==> src/rtl/pipeline_hazard_ctrl.sv <==
`default_nettype none
// ============================================================================
// Module   : pipeline_hazard_ctrl
// Purpose  : Central stall/flush controller for a 5-stage in-order pipeline.
//            It arbitrates four conditions, from highest to lowest priority:
//            halt, data-memory wait, taken-branch flush, load-use stall.
//            It drives the stage-register load enables and bubble inserts.
//            A data-memory wait that runs too long moves the controller to a
//            sticky HALT state. Only reset leaves HALT.
//
// Parameters
//   WAIT_MAX  : max consecutive data-memory wait cycles before halting (2..255)
//   CNT_W     : width of the optional performance counters
//
// Ports
//   clk                 : sole clock, rising edge
//   reset               : asynchronous, active-low reset
//   id_rs1, id_rs2      : source registers of the instruction in ID
//   id_use_rs2          : ID instruction actually reads rs2
//   ex_rd, ex_memread   : destination / load flag of the instruction in EX
//   mem_branch_taken    : branch resolved taken in MEM
//   dmem_req, dmem_ready: data-memory request / ready handshake
//   pc_write .. memwb_write            : stage-register load enables
//   ifid_flush, idex_flush, exmem_flush : load a bubble into that register
//   halted              : controller is in HALT
//   state               : RUN=0, MEM_WAIT=1, HALT=2
//   stall_cycles, flush_events : performance counters (optional)
//
// Configuration
//   PIPE_PERF_CNT_EN : when defined, adds the saturating stall_cycles and
//                      flush_events counters and their output ports.
//
// Revision : 1.0 - initial release
// ============================================================================
module pipeline_hazard_ctrl #(
   parameter int WAIT_MAX = 16,
   parameter int CNT_W    = 32
) (
   input  logic             clk,
   input  logic             reset,
   input  logic [4:0]       id_rs1,
   input  logic [4:0]       id_rs2,
   input  logic             id_use_rs2,
   input  logic [4:0]       ex_rd,
   input  logic             ex_memread,
   input  logic             mem_branch_taken,
   input  logic             dmem_req,
   input  logic             dmem_ready,
   output logic             pc_write,
   output logic             ifid_write,
   output logic             idex_write,
   output logic             exmem_write,
   output logic             memwb_write,
   output logic             ifid_flush,
   output logic             idex_flush,
   output logic             exmem_flush,
   output logic             halted,
   output logic [1:0]       state
`ifdef PIPE_PERF_CNT_EN
   ,
   output logic [CNT_W-1:0] stall_cycles,
   output logic [CNT_W-1:0] flush_events
`endif
);

   localparam logic [1:0] c_RUN      = 2'd0;
   localparam logic [1:0] c_MEM_WAIT = 2'd1;
   localparam logic [1:0] c_HALT     = 2'd2;

   localparam logic [7:0] c_WAIT_MAX = 8'(WAIT_MAX);

   logic [1:0] r_state;
   logic [1:0] w_state_nxt;
   logic [7:0] r_wait_cnt;
   logic [7:0] w_wait_cnt_nxt;

   // Set for the cycle after a load-use stall. The stall turns the EX slot
   // into a bubble, so the same ID/EX pair cannot hazard twice. Masking the
   // detector here keeps each hazard to exactly one stall cycle.
   logic       r_lu_done;
   logic       w_lu_done_nxt;

   logic       w_mem_stall;
   logic       w_load_use;
   logic       w_is_branch;
   logic       w_is_lu;

   // A request without ready is the only thing that freezes the pipe.
   // No request never stalls, whatever the ready line does.
   assign w_mem_stall = dmem_req & ~dmem_ready;

   assign w_load_use = ex_memread & (ex_rd != 5'd0) &
                       ((ex_rd == id_rs1) | (id_use_rs2 & (ex_rd == id_rs2)));

   // ------------------------------------------------------------------
   // State register
   // ------------------------------------------------------------------
   always_ff @(posedge clk or negedge reset) begin
      if (!reset) begin
         r_state    <= c_RUN;
         r_wait_cnt <= 8'd0;
         r_lu_done  <= 1'b0;
      end else begin
         r_state    <= w_state_nxt;
         r_wait_cnt <= w_wait_cnt_nxt;
         r_lu_done  <= w_lu_done_nxt;
      end
   end

   // ------------------------------------------------------------------
   // Next-state logic
   // ------------------------------------------------------------------
   always_comb begin
      w_state_nxt    = r_state;
      w_wait_cnt_nxt = r_wait_cnt;
      case (r_state)
         c_RUN: begin
            if (w_mem_stall) begin
               w_state_nxt    = c_MEM_WAIT;
               w_wait_cnt_nxt = 8'd1;
            end else begin
               w_wait_cnt_nxt = 8'd0;
            end
         end
         c_MEM_WAIT: begin
            if (w_mem_stall) begin
               // The counter already holds the number of waited cycles.
               // Reaching the limit while still unready gives up.
               if (r_wait_cnt == c_WAIT_MAX) begin
                  w_state_nxt = c_HALT;
               end else begin
                  w_wait_cnt_nxt = r_wait_cnt + 8'd1;
               end
            end else begin
               w_state_nxt    = c_RUN;
               w_wait_cnt_nxt = 8'd0;
            end
         end
         c_HALT: begin
            w_state_nxt = c_HALT;
         end
         default: begin
            w_state_nxt    = c_RUN;
            w_wait_cnt_nxt = 8'd0;
         end
      endcase
   end

   // ------------------------------------------------------------------
   // Output logic
   // ------------------------------------------------------------------
   always_comb begin
      pc_write    = 1'b1;
      ifid_write  = 1'b1;
      idex_write  = 1'b1;
      exmem_write = 1'b1;
      memwb_write = 1'b1;
      ifid_flush  = 1'b0;
      idex_flush  = 1'b0;
      exmem_flush = 1'b0;
      w_is_branch = 1'b0;
      w_is_lu     = 1'b0;

      // While reset is held, the outputs stay at the normal values
      // whatever the hazard inputs show.
      if (!reset) begin
         pc_write = 1'b1;
      end else if ((r_state == c_HALT) || w_mem_stall) begin
         pc_write    = 1'b0;
         ifid_write  = 1'b0;
         idex_write  = 1'b0;
         exmem_write = 1'b0;
         memwb_write = 1'b0;
      end else if (mem_branch_taken) begin
         // The wrong-path instructions in IF/ID/EX are squashed. Their
         // registers keep loading, so each bubble is actually captured.
         ifid_flush  = 1'b1;
         idex_flush  = 1'b1;
         exmem_flush = 1'b1;
         w_is_branch = 1'b1;
      end else if (w_load_use && !r_lu_done) begin
         pc_write    = 1'b0;
         ifid_write  = 1'b0;
         idex_flush  = 1'b1;
         w_is_lu     = 1'b1;
      end
   end

   // Keep the mask while the pipe is frozen by memory. The bubble is still
   // in EX then. Any other non-stall cycle moves it on, so clear the mask.
   always_comb begin
      if (w_is_lu) begin
         w_lu_done_nxt = 1'b1;
      end else if (w_mem_stall) begin
         w_lu_done_nxt = r_lu_done;
      end else begin
         w_lu_done_nxt = 1'b0;
      end
   end

   assign halted = (r_state == c_HALT);
   assign state  = r_state;

`ifdef PIPE_PERF_CNT_EN
   logic [CNT_W-1:0] r_stall_cycles;
   logic [CNT_W-1:0] r_flush_events;

   always_ff @(posedge clk or negedge reset) begin
      if (!reset) begin
         r_stall_cycles <= '0;
         r_flush_events <= '0;
      end else begin
         if (!pc_write && (r_state != c_HALT) && (r_stall_cycles != '1)) begin
            r_stall_cycles <= r_stall_cycles + 1'b1;
         end
         if (w_is_branch && (r_flush_events != '1)) begin
            r_flush_events <= r_flush_events + 1'b1;
         end
      end
   end

   assign stall_cycles = r_stall_cycles;
   assign flush_events = r_flush_events;
`endif

endmodule
`default_nettype wire
==> config.mk <==
export PLATFORM = sky130hd
export DESIGN_NAME = pipeline_hazard_ctrl
export DESIGN_NICKNAME = d
export VERILOG_FILES = /design/src/rtl/pipeline_hazard_ctrl.sv
export SDC_FILE = /design/constraint.sdc
export NUM_CORES = 1
export LEC_CHECK = 0
export ABC_AREA = 1
export CORE_MARGIN = 5
export CORE_UTILIZATION = 42
export CTS_BUF_LIST = sky130_fd_sc_hd__clkbuf_4
export DETAILED_ROUTE_END_ITERATION = 8
export GPL_TIMING_DRIVEN = 0
export PLACE_DENSITY = 0.83
export RECOVER_POWER = 50
export SYNTH_ARGS = -nofsm -noshare
export SYNTH_HDL_FRONTEND = slang
export SYNTH_SLANG_ARGS = --single-unit
export TNS_END_PERCENT = 50
==> constraint.sdc <==
create_clock -name clk -period 1.2 [get_ports clk]
set_input_delay 0.24 -clock clk [delete_from_list [all_inputs] [get_ports clk]]
set_output_delay 0.24 -clock clk [all_outputs]
set_load 0.02 [all_outputs]
==> impl_metrics.prom <==
# TYPE chip_impl_metric gauge
chip_impl_metric{name="ys_types",unit=""} 24
chip_impl_metric{name="post-route-worst-setup-slack",unit="ns"} -0.360
chip_impl_metric{name="chipWidth",unit="microns"} 57.2
chip_impl_metric{name="power_per_cell_area",unit="nW/um^2"} 598
chip_impl_metric{name="global_route_wire_length_before_repair",unit="microns"} 4730
chip_impl_metric{name="syn2layout_area_growth",unit="%"} 71.6
chip_impl_info{name="cp_slowest_cell",value="dfrtp_2"} 1
chip_impl_metric{name="maximum_number_of_pins_on_one_net_before_global_route_repair",unit=""} 12
chip_impl_metric{name="grt_antenna_before_repair",unit=""} 0
chip_impl_metric{name="die-height",unit="microns"} 57.2
chip_impl_metric{name="design.portCount",unit=""} 33
chip_impl_metric{name="num_antenna_cells",unit=""} 0
chip_impl_metric{name="cts_bufs_inserted",unit=""} 3
chip_impl_metric{name="final_design_utilization",unit=""} 0.741
chip_impl_metric{name="cts_buffer_depth",unit=""} 2
chip_impl_metric{name="synth.yosys.seq_area_share",unit=""} 0.294
chip_impl_metric{name="reg2reg_setup_slack",unit="ns"} -0.22
chip_impl_metric{name="yosys_warnings",unit=""} 0
chip_impl_metric{name="mappedNetlistArea",unit="sq um"} 937
chip_impl_metric{name="period_share",unit=""} 1.30
chip_impl_metric{name="clock_sink_count",unit=""} 11
chip_impl_info{name="worst_hold_path_type",value="in -> reg"} 1
chip_impl_metric{name="nNetsFinal",unit=""} 226
chip_impl_metric{name="worstPathMaxFanout",unit=""} 3
chip_impl_metric{name="post-place-cells",unit=""} 206
chip_impl_info{name="violations",value="setup timing"} 1
chip_impl_metric{name="initial_cell_density_of_the_core",unit=""} 0.432
chip_impl_metric{name="maxCapViolations",unit=""} 0
chip_impl_metric{name="route.detailed.vias_per_inst",unit=""} 5.00
chip_impl_metric{name="setup-violations-final",unit=""} 21
chip_impl_metric{name="fillers",unit=""} 167
chip_impl_metric{name="htree_num_levels",unit=""} 1
chip_impl_metric{name="share_clk_of_total_power",unit=""} 0.305
chip_impl_info{name="critPathKind",value="reg -> out"} 1
chip_impl_metric{name="finalHoldViolations",unit=""} 0
chip_impl_metric{name="drive_gt1_frac",unit=""} 0.493
chip_impl_metric{name="critical_path_required",unit="ns"} 0.96
chip_impl_info{name="worstHoldEndpoint",value="r_lu_done"} 1
chip_impl_metric{name="synthCells",unit=""} 146
chip_impl_metric{name="layout_min_cycle_time",unit="ns"} 1.56
chip_impl_info{name="status",value="complete, but fails checks"} 1
chip_impl_metric{name="total_power",unit="uW"} 962
chip_impl_metric{name="fmax",unit="GHz"} 0.641
chip_impl_metric{name="via_count_of_the_first_global_routing_pass",unit=""} 1082
chip_impl_info{name="setup.worst_path.end_class",value="output pin"} 1
chip_impl_metric{name="finClkSkew",unit="ns"} 0.00179
chip_impl_info{name="root_buffer",value="clkbuf_4"} 1
chip_impl_metric{name="port_buffers",unit=""} 32
chip_impl_info{name="cts_tree",value="yes"} 1
chip_impl_info{name="final_common_cell",value="nand2_1"} 1
chip_impl_metric{name="core.rowCount",unit=""} 17
chip_impl_metric{name="clk-insertion-delay-late",unit="ns"} 0.28
chip_impl_metric{name="cp.arrival",unit="ns"} 1.32
chip_impl_info{name="worst_hold_startpoint",value="ex_rd[4]"} 1
chip_impl_metric{name="detail_route.wirelength",unit="microns"} 3280
chip_impl_metric{name="worst-r2r-cell-count",unit=""} 9
chip_impl_info{name="r2r_start",value="state[0]"} 1
chip_impl_metric{name="die-area",unit="sq um"} 3280
chip_impl_metric{name="register_area",unit="sq um"} 280
chip_impl_metric{name="dp_hpwl",unit="microns"} 2000
chip_impl_metric{name="critPathMaxStageDelay",unit="ns"} 0.43
chip_impl_metric{name="drt.antenna.violating_nets",unit=""} 0
chip_impl_metric{name="fin_hold_ws",unit="ns"} 0.466
chip_impl_info{name="timing.critical_path.cells",value="nand2_4 -> nand2_4 -> nor2_4 -> inv_2 -> nor2_4 -> buf_6 -> buf_6"} 1
chip_impl_info{name="most-common-layout-cells",value="nand2_1 (36), buf_4 (19), inv_1 (17), inv_2 (13), buf_6 (12)"} 1
chip_impl_metric{name="grtUsageTotal",unit=""} 0.185
chip_impl_metric{name="syn_nets",unit=""} 170
chip_impl_metric{name="drc",unit=""} 0
chip_impl_metric{name="gp_weighted_congestion",unit=""} 0.862
chip_impl_metric{name="timing_worst_slew_pin_value",unit="ns"} 0.524
chip_impl_info{name="grt_setup_unrepaired",value="yes"} 1
chip_impl_metric{name="timing.final.max_slew_violations",unit=""} 0
chip_impl_metric{name="syn_avg_cell_area",unit="sq um"} 6.42
chip_impl_metric{name="detailedRoute.firstIterationViolations",unit=""} 44
chip_impl_metric{name="hold_path_depth",unit=""} 6
chip_impl_metric{name="final_cells",unit=""} 229
chip_impl_metric{name="dr.pass1.iters",unit=""} 4
chip_impl_info{name="cp_launch_type",value="register"} 1
chip_impl_metric{name="p_leak",unit="uW"} 0.000821
chip_impl_metric{name="peak_vdd_ir",unit="mV"} 0.689
chip_impl_metric{name="maxSlewHeadroom",unit=""} 0.650
chip_impl_metric{name="flop_pwr_share",unit=""} 0.397
chip_impl_metric{name="power_switching_share",unit=""} 0.306
chip_impl_metric{name="p_comb_frac",unit=""} 0.299
chip_impl_metric{name="clkSlewWorstSetupHoldPaths",unit="ns"} 0.07
chip_impl_metric{name="floorplan_core_area",unit="sq um"} 2170
chip_impl_metric{name="routedWlPerCell",unit="microns"} 14.3
chip_impl_metric{name="power.switching",unit="uW"} 294
chip_impl_info{name="regToRegEndpoint",value="r_wait_cnt[0]"} 1
chip_impl_metric{name="multi_input_area",unit="sq um"} 667
chip_impl_metric{name="synth_seq_cells",unit=""} 11
chip_impl_metric{name="routed-via-count",unit=""} 1146
chip_impl_metric{name="overflow",unit=""} 0
chip_impl_metric{name="internal-power",unit="uW"} 668
-- logic make-up (layout without fill, tap and decap cells) --
family,after synthesis,after routing,share of synthesized area
compound gates,12,12,0.0748
xor+xnor,4,4,0.0374
fa+ha+maj,2,2,0.0267
buf+inv,37,92,0.164
flops,11,11,0.294
simple gates,80,80,0.403
-- worst max-delay path by stage --
stage | slack [ns] | start | end
2_1_floorplan | -0.20 | state[0] | ifid_flush
4_1_cts | -0.36 | state[1] | ifid_flush
6_report | -0.36 | state[1] | ifid_flush
3_5_place_dp | -1.29 | reset | ifid_flush
3_3_place_gp | -1.28 | reset | ifid_flush
5_1_grt | -0.43 | state[0] | pc_write
-- synthesized netlist by cell type --
cell type,number,area share
a21oi_1,2,0.011
buf_4,4,0.032
dfrtp_1,11,0.29
ha_1,2,0.027
inv_1,31,0.12
inv_2,2,0.0080
nand2_1,43,0.17
nand2_4,2,0.024
nand3_1,6,0.032
nand3_2,1,0.011
nand4_1,6,0.040
nand4_4,1,0.023
nor2_1,16,0.064
nor2_2,3,0.020
nor2_4,1,0.012
nor3_1,1,0.0053
o211ai_1,1,0.0080
o21a_1,1,0.0080
o21ai_0,2,0.011
o21ai_1,4,0.021
o21ai_2,1,0.0093
o22ai_1,1,0.0067
xnor2_1,1,0.0093
xor2_1,3,0.028
-- per-stage QoR --
step | instance area, sq um | setup TNS (ns) | worst slack [ns]
global route | 1610 | -4.99 | -0.432
CTS | 1470 | -2.80 | -0.361
finish | 1610 | -3.84 | -0.360
detailed placement | 1330 | -12.57 | -1.29
floorplan | 970 | -0.660 | -0.195
global placement | 1330 | -12.11 | -1.28
-- registers in the layout (all words and copies together) (netlist names) --
| signal | count |
|---|---|
| r_wait_cnt | 8 |
| state | 2 |
| r_lu_done | 1 |
-- metal layers --
layer | track usage | vias to the layer above | routed length (microns)
met1 | 0.193 | 536 | 1260
met3 | 0.0294 | 9 | 172
met5 | 0 | - | 0
met2 | 0.349 | 44 | 1740
met4 | 0.0960 | 0 | 97
li1 | - | 557 | -
-- critical path, delay by kind of cell (launching register included) --
family,cells,cell delay [ns]
buffers and inverters,3,0.26
AND/OR/NAND/NOR,4,0.35
flip-flops,1,0.43
-- layout make-up --
cell class,count,share of cell area
clock buffers,4,0.0187
repair buffers,51,0.263
well taps,28,0.0218
inverters,33,0.0817
multi-input cells,98,0.415
flip-flops and latches,11,0.174
plain buffers,4,0.0257
-- repair_timing --
item                                   in CTS  in global routing
hold buffers                                1                  0
gates cloned                                0                  0
endpoints found under the hold margin      11                  0
gates resized for setup                   134                 26
buffers inserted                           10                  9
pin swaps                                  31                 15
setup endpoints to repair                  21                 20
-- power groups by stage --
stage | registers (uW) | clock network (uW) | logic (uW)
finish | 382 | 293 | 287
global route | 382 | 330 | 315
CTS | 380 | 298 | 268
detailed placement | 386 | 0 | 246
global placement | 386 | 0 | 238
floorplan | 388 | 0 | 114
No activity file was read; power rests on OpenSTA's default activity.
